`src/rtl/if_fetch_unit_if.sv`:
```
// ---------------------------------------------------------------------------
// if_fetch_unit_if
//   Instruction-memory read channel between the fetch unit and instruction
//   memory. One read per request, completed by a single-cycle ack.
//
//   Signals:
//     imem_req    fetch unit -> memory   read request (level)
//     imem_addr   fetch unit -> memory   read address, stable while req=1
//     imem_ack    memory -> fetch unit   read complete, rdata valid this cycle
//     imem_rdata  memory -> fetch unit   instruction word
//
//   Modports: master = fetch unit side, slave = memory side.
// ---------------------------------------------------------------------------
interface if_fetch_unit_if;
    logic        imem_req;
    logic [31:0] imem_addr;
    logic        imem_ack;
    logic [31:0] imem_rdata;

    modport master (
        output imem_req,
        output imem_addr,
        input  imem_ack,
        input  imem_rdata
    );

    modport slave (
        input  imem_req,
        input  imem_addr,
        output imem_ack,
        output imem_rdata
    );
endinterface

```
`src/rtl/if_fetch_unit.sv`:
```
// ---------------------------------------------------------------------------
// if_fetch_unit
//   Instruction-fetch front end, producer side of the IF/ID register.
//   Holds the PC, issues one read per instruction over the imem channel,
//   packs {pc, instr} into if_packet and raises if_valid (IF/ID EN) while
//   the packet is presented. Lends the instruction bus to DMA between
//   fetches and handles stall and branch redirect.
//
//   Ports:
//     clk            clock, rising edge
//     rst            asynchronous active-high reset
//     stall          hold the presented packet (IF/ID must not advance)
//     branch_taken   single-cycle redirect pulse
//     branch_target  redirect PC, sampled with branch_taken
//     imem           instruction read channel (master side)
//     dma_busreq     DMA asks for the instruction bus
//     dma_busgrant   instruction bus lent to DMA
//     if_packet      {pc, instr} to IF/ID
//     if_valid       packet valid, IF/ID EN (0 = bubble)
//     fetch_err      sticky ack-timeout flag, cleared only by rst
// ---------------------------------------------------------------------------
module if_fetch_unit #(
    parameter int          N        = 63,
    parameter logic [31:0] RESET_PC = 32'h0000_0000,
    parameter int          TIMEOUT  = 255
) (
    input  logic                  clk,
    input  logic                  rst,
    input  logic                  stall,
    input  logic                  branch_taken,
    input  logic [31:0]           branch_target,
    if_fetch_unit_if.master       imem,
    input  logic                  dma_busreq,
    output logic                  dma_busgrant,
    output logic [N:0]            if_packet,
    output logic                  if_valid,
    output logic                  fetch_err
);

    typedef enum logic [1:0] {
        IDLE  = 2'd0,
        FETCH = 2'd1,
        HOLD  = 2'd2,
        DMA   = 2'd3
    } state_t;

    localparam logic [7:0] TIMEOUT_CNT = 8'(TIMEOUT);

    state_t      state;
    state_t      state_next;
    logic [31:0] pc;
    logic [31:0] pend_pc;
    logic        squash;
    logic [7:0]  wait_cnt;

    // A fetch completes (packet captured) only for an ack that is neither
    // carrying a stale squashed request nor racing a fresh redirect.
    logic fetch_done;
    assign fetch_done = imem.imem_ack && !squash && !branch_taken;

    // Where to go once the current packet has left HOLD.
    state_t after_hold;
    assign after_hold = dma_busreq ? DMA : FETCH;

    // -----------------------------------------------------------------------
    // State register
    // -----------------------------------------------------------------------
    // NOTE: sequential state uses non-blocking assignments so every register
    // samples pre-edge values, independent of process evaluation order.
    always_ff @(posedge clk or posedge rst) begin
        if (rst) begin
            state <= IDLE;
        end else begin
            state <= state_next;
        end
    end

    // -----------------------------------------------------------------------
    // Next state and Moore outputs
    // -----------------------------------------------------------------------
    // NOTE: every signal written here gets a default first, so no path can
    // leave one unassigned and infer a latch.
    always_comb begin
        state_next     = state;
        imem.imem_req  = 1'b0;
        imem.imem_addr = pc;
        dma_busgrant   = 1'b0;
        if_valid       = 1'b0;

        case (state)
            IDLE: begin
                state_next = dma_busreq ? DMA : FETCH;
            end
            FETCH: begin
                imem.imem_req = 1'b1;
                if (fetch_done) begin
                    state_next = HOLD;
                end
            end
            HOLD: begin
                if_valid = 1'b1;
                // Redirect wins over stall: the held packet is on the wrong path.
                if (branch_taken || !stall) begin
                    state_next = after_hold;
                end
            end
            DMA: begin
                dma_busgrant = 1'b1;
                if (!dma_busreq) begin
                    state_next = FETCH;
                end
            end
            default: begin
                state_next = IDLE;
            end
        endcase
    end

    // -----------------------------------------------------------------------
    // PC, packet, squash bookkeeping and ack-timeout watchdog
    // -----------------------------------------------------------------------
    always_ff @(posedge clk or posedge rst) begin
        if (rst) begin
            pc        <= RESET_PC;
            if_packet <= '0;
            squash    <= 1'b0;
            pend_pc   <= '0;
            wait_cnt  <= '0;
            fetch_err <= 1'b0;
        end else begin
            case (state)
                FETCH: begin
                    if (imem.imem_ack) begin
                        wait_cnt <= '0;
                        if (squash || branch_taken) begin
                            // Read was for the old path: drop the data and
                            // re-request at the redirect address.
                            pc     <= branch_taken ? branch_target : pend_pc;
                            squash <= 1'b0;
                        end else begin
                            if_packet <= {pc, imem.imem_rdata};
                            pc        <= pc + 32'd4;
                        end
                    end else begin
                        // Saturate so a long-dead memory cannot wrap the count.
                        if (wait_cnt != TIMEOUT_CNT) begin
                            wait_cnt <= wait_cnt + 8'd1;
                        end else begin
                            fetch_err <= 1'b1;
                        end
                        // The address must stay stable while req is high, so
                        // a redirect is parked until the outstanding ack.
                        if (branch_taken) begin
                            squash  <= 1'b1;
                            pend_pc <= branch_target;
                        end
                    end
                end
                HOLD, DMA: begin
                    if (branch_taken) begin
                        pc <= branch_target;
                    end
                end
                default: begin
                end
            endcase
        end
    end

endmodule

```
`src/flat_wrapper.sv`:
```
// flat-port wrapper written by rule: the top's interface ports become plain ports
module if_fetch_unit_flat 
#(
    parameter int          N        = 63,
    parameter logic [31:0] RESET_PC = 32'h0000_0000,
    parameter int          TIMEOUT  = 255
)
  (clk, rst, stall, branch_taken, branch_target, dma_busreq, dma_busgrant, if_packet, if_valid, fetch_err, imem_imem_req, imem_imem_addr, imem_imem_ack, imem_imem_rdata);
  if_fetch_unit_if imem_i ();
  input  logic clk;
  input  logic rst;
  input  logic stall;
  input  logic branch_taken;
  input  logic [31:0] branch_target;
  input  logic dma_busreq;
  output logic dma_busgrant;
  output logic [N:0] if_packet;
  output logic if_valid;
  output logic fetch_err;
  output wire logic [$bits(imem_i.imem_req)-1:0] imem_imem_req;
  output wire logic [$bits(imem_i.imem_addr)-1:0] imem_imem_addr;
  input wire logic [$bits(imem_i.imem_ack)-1:0] imem_imem_ack;
  input wire logic [$bits(imem_i.imem_rdata)-1:0] imem_imem_rdata;
  assign imem_imem_req = imem_i.imem_req;
  assign imem_imem_addr = imem_i.imem_addr;
  assign imem_i.imem_ack = imem_imem_ack;
  assign imem_i.imem_rdata = imem_imem_rdata;
  if_fetch_unit #(.N(N), .RESET_PC(RESET_PC), .TIMEOUT(TIMEOUT)) u_core (.clk(clk), .rst(rst), .stall(stall), .branch_taken(branch_taken), .branch_target(branch_target), .imem(imem_i), .dma_busreq(dma_busreq), .dma_busgrant(dma_busgrant), .if_packet(if_packet), .if_valid(if_valid), .fetch_err(fetch_err));
endmodule
```
`config.mk`:
```
export PLATFORM = sky130hd
export DESIGN_NAME = if_fetch_unit_flat
export DESIGN_NICKNAME = d
export VERILOG_FILES = /design/src/rtl/if_fetch_unit_if.sv /design/src/rtl/if_fetch_unit.sv /design/src/flat_wrapper.sv
export SDC_FILE = /design/constraint.sdc
export NUM_CORES = 1
export LEC_CHECK = 0
export ABC_AREA = 1
export BUFFER_PORTS_ARGS = -buffer_cell sky130_fd_sc_hd__buf_2
export CAP_MARGIN = 20
export CORE_MARGIN = 4
export CORE_UTILIZATION = 55
export DETAILED_ROUTE_END_ITERATION = 7
export PLACE_DENSITY = 0.93
export SYNTH_ARGS = -nofsm -noshare
export SYNTH_HDL_FRONTEND = slang
export SYNTH_SLANG_ARGS = --single-unit
```
`constraint.sdc`:
```
create_clock -name clk -period 6.9 [get_ports clk]
set_input_delay 1.38 -clock clk [delete_from_list [all_inputs] [get_ports clk]]
set_output_delay 1.38 -clock clk [all_outputs]
set_load 0.02 [all_outputs]
```
==> impl_metrics.yaml <==
sta:
  fin_skew_ns: 0.0106
  fmax_mhz: 284
  slew_headroom_pct: 34.1
  whs_ns: 0.466
  tightestPinTransition_ns: 0.987
  period_share_pct: 51.0
  setup_viol: 0
  period_needed_ns: 3.52
  setup_tns_ns: 0
  finalHoldViolations: 0
  grt_setup_unrepaired: "false"
  slew_violations: 0
placed_design:
  port-buffer-count: 169
  post-dp-hpwl_mm: 14.3
  place_congestion: 0.950
pwr:
  clkPwrFrac_pct: 21.1
  cell_internal_pwr_uw: 2290
  p_per_area_nw_per_um2: 490
  p_comb_share_pct: 42.9
  peakVddDrop_v: 0.000243
  leakage_uw: 0.00448
  swShare_pct: 45.8
  seq_power_share_pct: 35.9
  p_sw_uw: 1930
critical_path:
  cpPeakStageDelay_ns: 0.73
  worst_setup_path_start_kind: "primary input"
  rr_worst_depth: 8
  path_cells: "buf_2 -> buf_4 -> nor2_4 -> inv_2 -> nor2_4 -> inv_2 -> buf_4 -> nand2_1 -> nand2_1"
  reg2reg_setup_slack_ns: 3.80
  required_ns: 7.20
  path_class: "in -> reg"
  crit_start: "branch_taken"
  end_kind: "register"
  crit_fanout: 89
  r2r_end: "u_core.imem.imem_addr[24]$_DFFE_PP0P_"
  endpoint: "u_core.if_packet[25]$_DFFE_PP0P_"
  cp.arrival_ns: 3.82
  critPathSlowestCell: "nor2_4"
  regToRegStartpoint: "u_core.state[1]$_DFFE_PP0P_"
clock_network:
  cts_tree: "yes"
  cts.path.max_buffers: 2
  path_clk_slew_ns: 0.06
  numClockSinks: 140
  root_buffer: "clkbuf_16"
  hold_buffers: 0
  htreeDepth: 4
  clk_latency_ns: 0.43
  ctsResizeCount: 0
  cts_made_buffers: 17
  cts_setup_buffers: 0
yosys:
  yosysTopAreaCell: "dfrtp_1"
  ys_ff_latch: 140
  synth.net_count: 1015
  synthMuxAreaShare_pct: 0.422
  synth-compound-area-share_pct: 13.9
  netlist_area_um2: 7120
  yosysTopAreaCellShare_pct: 49.2
  synth-xor-area-share_pct: 1.11
  synthTopCellsByArea: "dfrtp_1, nand2_1, o21ai_0, inv_1, nor2_1"
  synth-adder-area-share_pct: 0.352
  ys_warn_count: 0
  syn_avg_cell_area_um2: 7.55
  async_flop_share_pct: 100
  synth_top_family_by_area: "simple AND/OR/NAND/NOR gates"
  yosysUniqueCellTypes: 44
  syn_inst: 943
  synth_edf_count: 0
  ys_seq_area_share_pct: 49.2
  synthFlopType: "dfrtp_1"
  yosys.area_share.simple_pct: 27.4
finish:
  nNetsFinal: 1166
  antenna_cells: 0
  layout_common_cells: "nand2_1, buf_2, dfrtp_1"
  layout_commonest_cell: "nand2_1"
  drive_gt1_share_pct: 20.6
  areaGrowthSynthToFinish_pct: 20.8
routing:
  vias_per_cell: 5.55
  dr_total_vias: 7096
  avgRoutedWirePerCell_um: 15.8
  drc: 0
  drtIter0Drc: 662
  dr.pass1.iters: 8
  antenna_left: 0
  drt-total-wl_mm: 20.2
global_routing:
  first_global_vias: 6457
  grt.overflow.total: 0
  grt_pass1_wl_mm: 32.2
  antenna_found_initial: 0
  grt_max_degree: 90
  grt.total_usage_pct: 27.7
min_path:
  min_path_type: "reg -> reg"
run_status:
  status: "finished clean"
run:
  maxCapViolations: 0
floorplan:
  start_util_pct: 56.4
  num_io_pins: 170
  die-height_um: 122
  design.core.area_um2: 12600
  die-area_um2: 14800
  fp-row-count: 41
  die_width_um: 122
==> how the worst min path moves through the flow <==
| stage | cells past startpoint | startpoint | endpoint | slack, ns |
|---|---|---|---|---|
| after floorplan | 2 | u_core.pend_pc[3]$_DFFE_PP0P_ | u_core.pend_pc[3]$_DFFE_PP0P_ | 0.44 |
| after global placement | 2 | u_core.if_packet[22]$_DFFE_PP0P_ | u_core.if_packet[22]$_DFFE_PP0P_ | 0.45 |
| after detailed placement | 2 | u_core.if_packet[48]$_DFFE_PP0P_ | u_core.if_packet[48]$_DFFE_PP0P_ | 0.45 |
| after CTS | 2 | u_core.if_packet[8]$_DFFE_PP0P_ | u_core.if_packet[8]$_DFFE_PP0P_ | 0.47 |
| after global routing | 2 | u_core.if_packet[6]$_DFFE_PP0P_ | u_core.if_packet[6]$_DFFE_PP0P_ | 0.48 |
| final | 2 | u_core.if_packet[10]$_DFFE_PP0P_ | u_core.if_packet[10]$_DFFE_PP0P_ | 0.47 |
==> Yosys cell counts, types with 5 or more instances <==
cell type  instances
nor2_1            71
xor2_1             6
nor2_4             5
nand2_1          356
o21ai_1           24
inv_1             83
o22ai_1            7
a22oi_1           11
nand4_1            6
nand3_1           30
a21oi_1           26
buf_2             21
o21ai_0           84
dfrtp_1          140
clkbuf_1          14
==> power groups by stage <==
stage               registers (µW)  logic [µW]  clock network (µW)
floorplan                     1760         930                   0
global placement              1500        1730                   0
detailed placement            1510        1790                   0
CTS                           1500        1810                 898
global route                  1560        2010                 938
finish                        1510        1810                 891
==> per-layer routing <==
layer  GRT usage [%]  vias to the layer above  routed length [µm]
met2            43.3                      373                9490
met3            5.57                       56                1810
li1                -                     3354                   -
met1            37.8                     3313                8180
met5               0                        -                   0
met4            12.0                        0                 704
==> worst max-delay path: cells and delay by family <==
kind                   cells  cell delay (ns)
and+or+nand+nor            4             1.40
buffers and inverters      5             0.99
==> registers in the layout, summed over array words and instances (netlist names) <==
| register | cells |
|---|---|
| u_core.state | 2 |
| u_core.imem.imem_addr | 32 |
| u_core.squash | 1 |
| u_core.wait_cnt | 8 |
| u_core.if_packet | 64 |
| u_core.pend_pc | 32 |
| u_core.fetch_err | 1 |
==> stage by stage <==
stage	setup WS [ns]	cells	area, µm²	utilization [%]	power [µW]
after floorplan	1.77	943	7120	-	2690
after CTS	3.41	1279	8600	68.1	4210
final	3.38	1279	8600	68.1	4220
after global routing	3.17	1279	8600	68.1	4500
after global placement	3.05	1247	8010	63.5	3240
after detailed placement	2.99	1247	8010	63.5	3300
==> cell families after synthesis <==
family          after synthesis
compound gates              175
buf+inv                     130
fa+ha+maj                     2
mux                           3
simple gates                484
flops                       140
xor+xnor                      9
==> final cells by class <==
class | instances | area, µm²
fillers | 1002 | 4020
flip-flops and latches | 140 | 3500
multi-input cells | 673 | 3070
repair buffers | 174 | 883
clock buffers | 19 | 453
inverters | 88 | 338
well taps | 172 | 215
clock inverters | 13 | 133
Power figures use the tool's default switching activity.
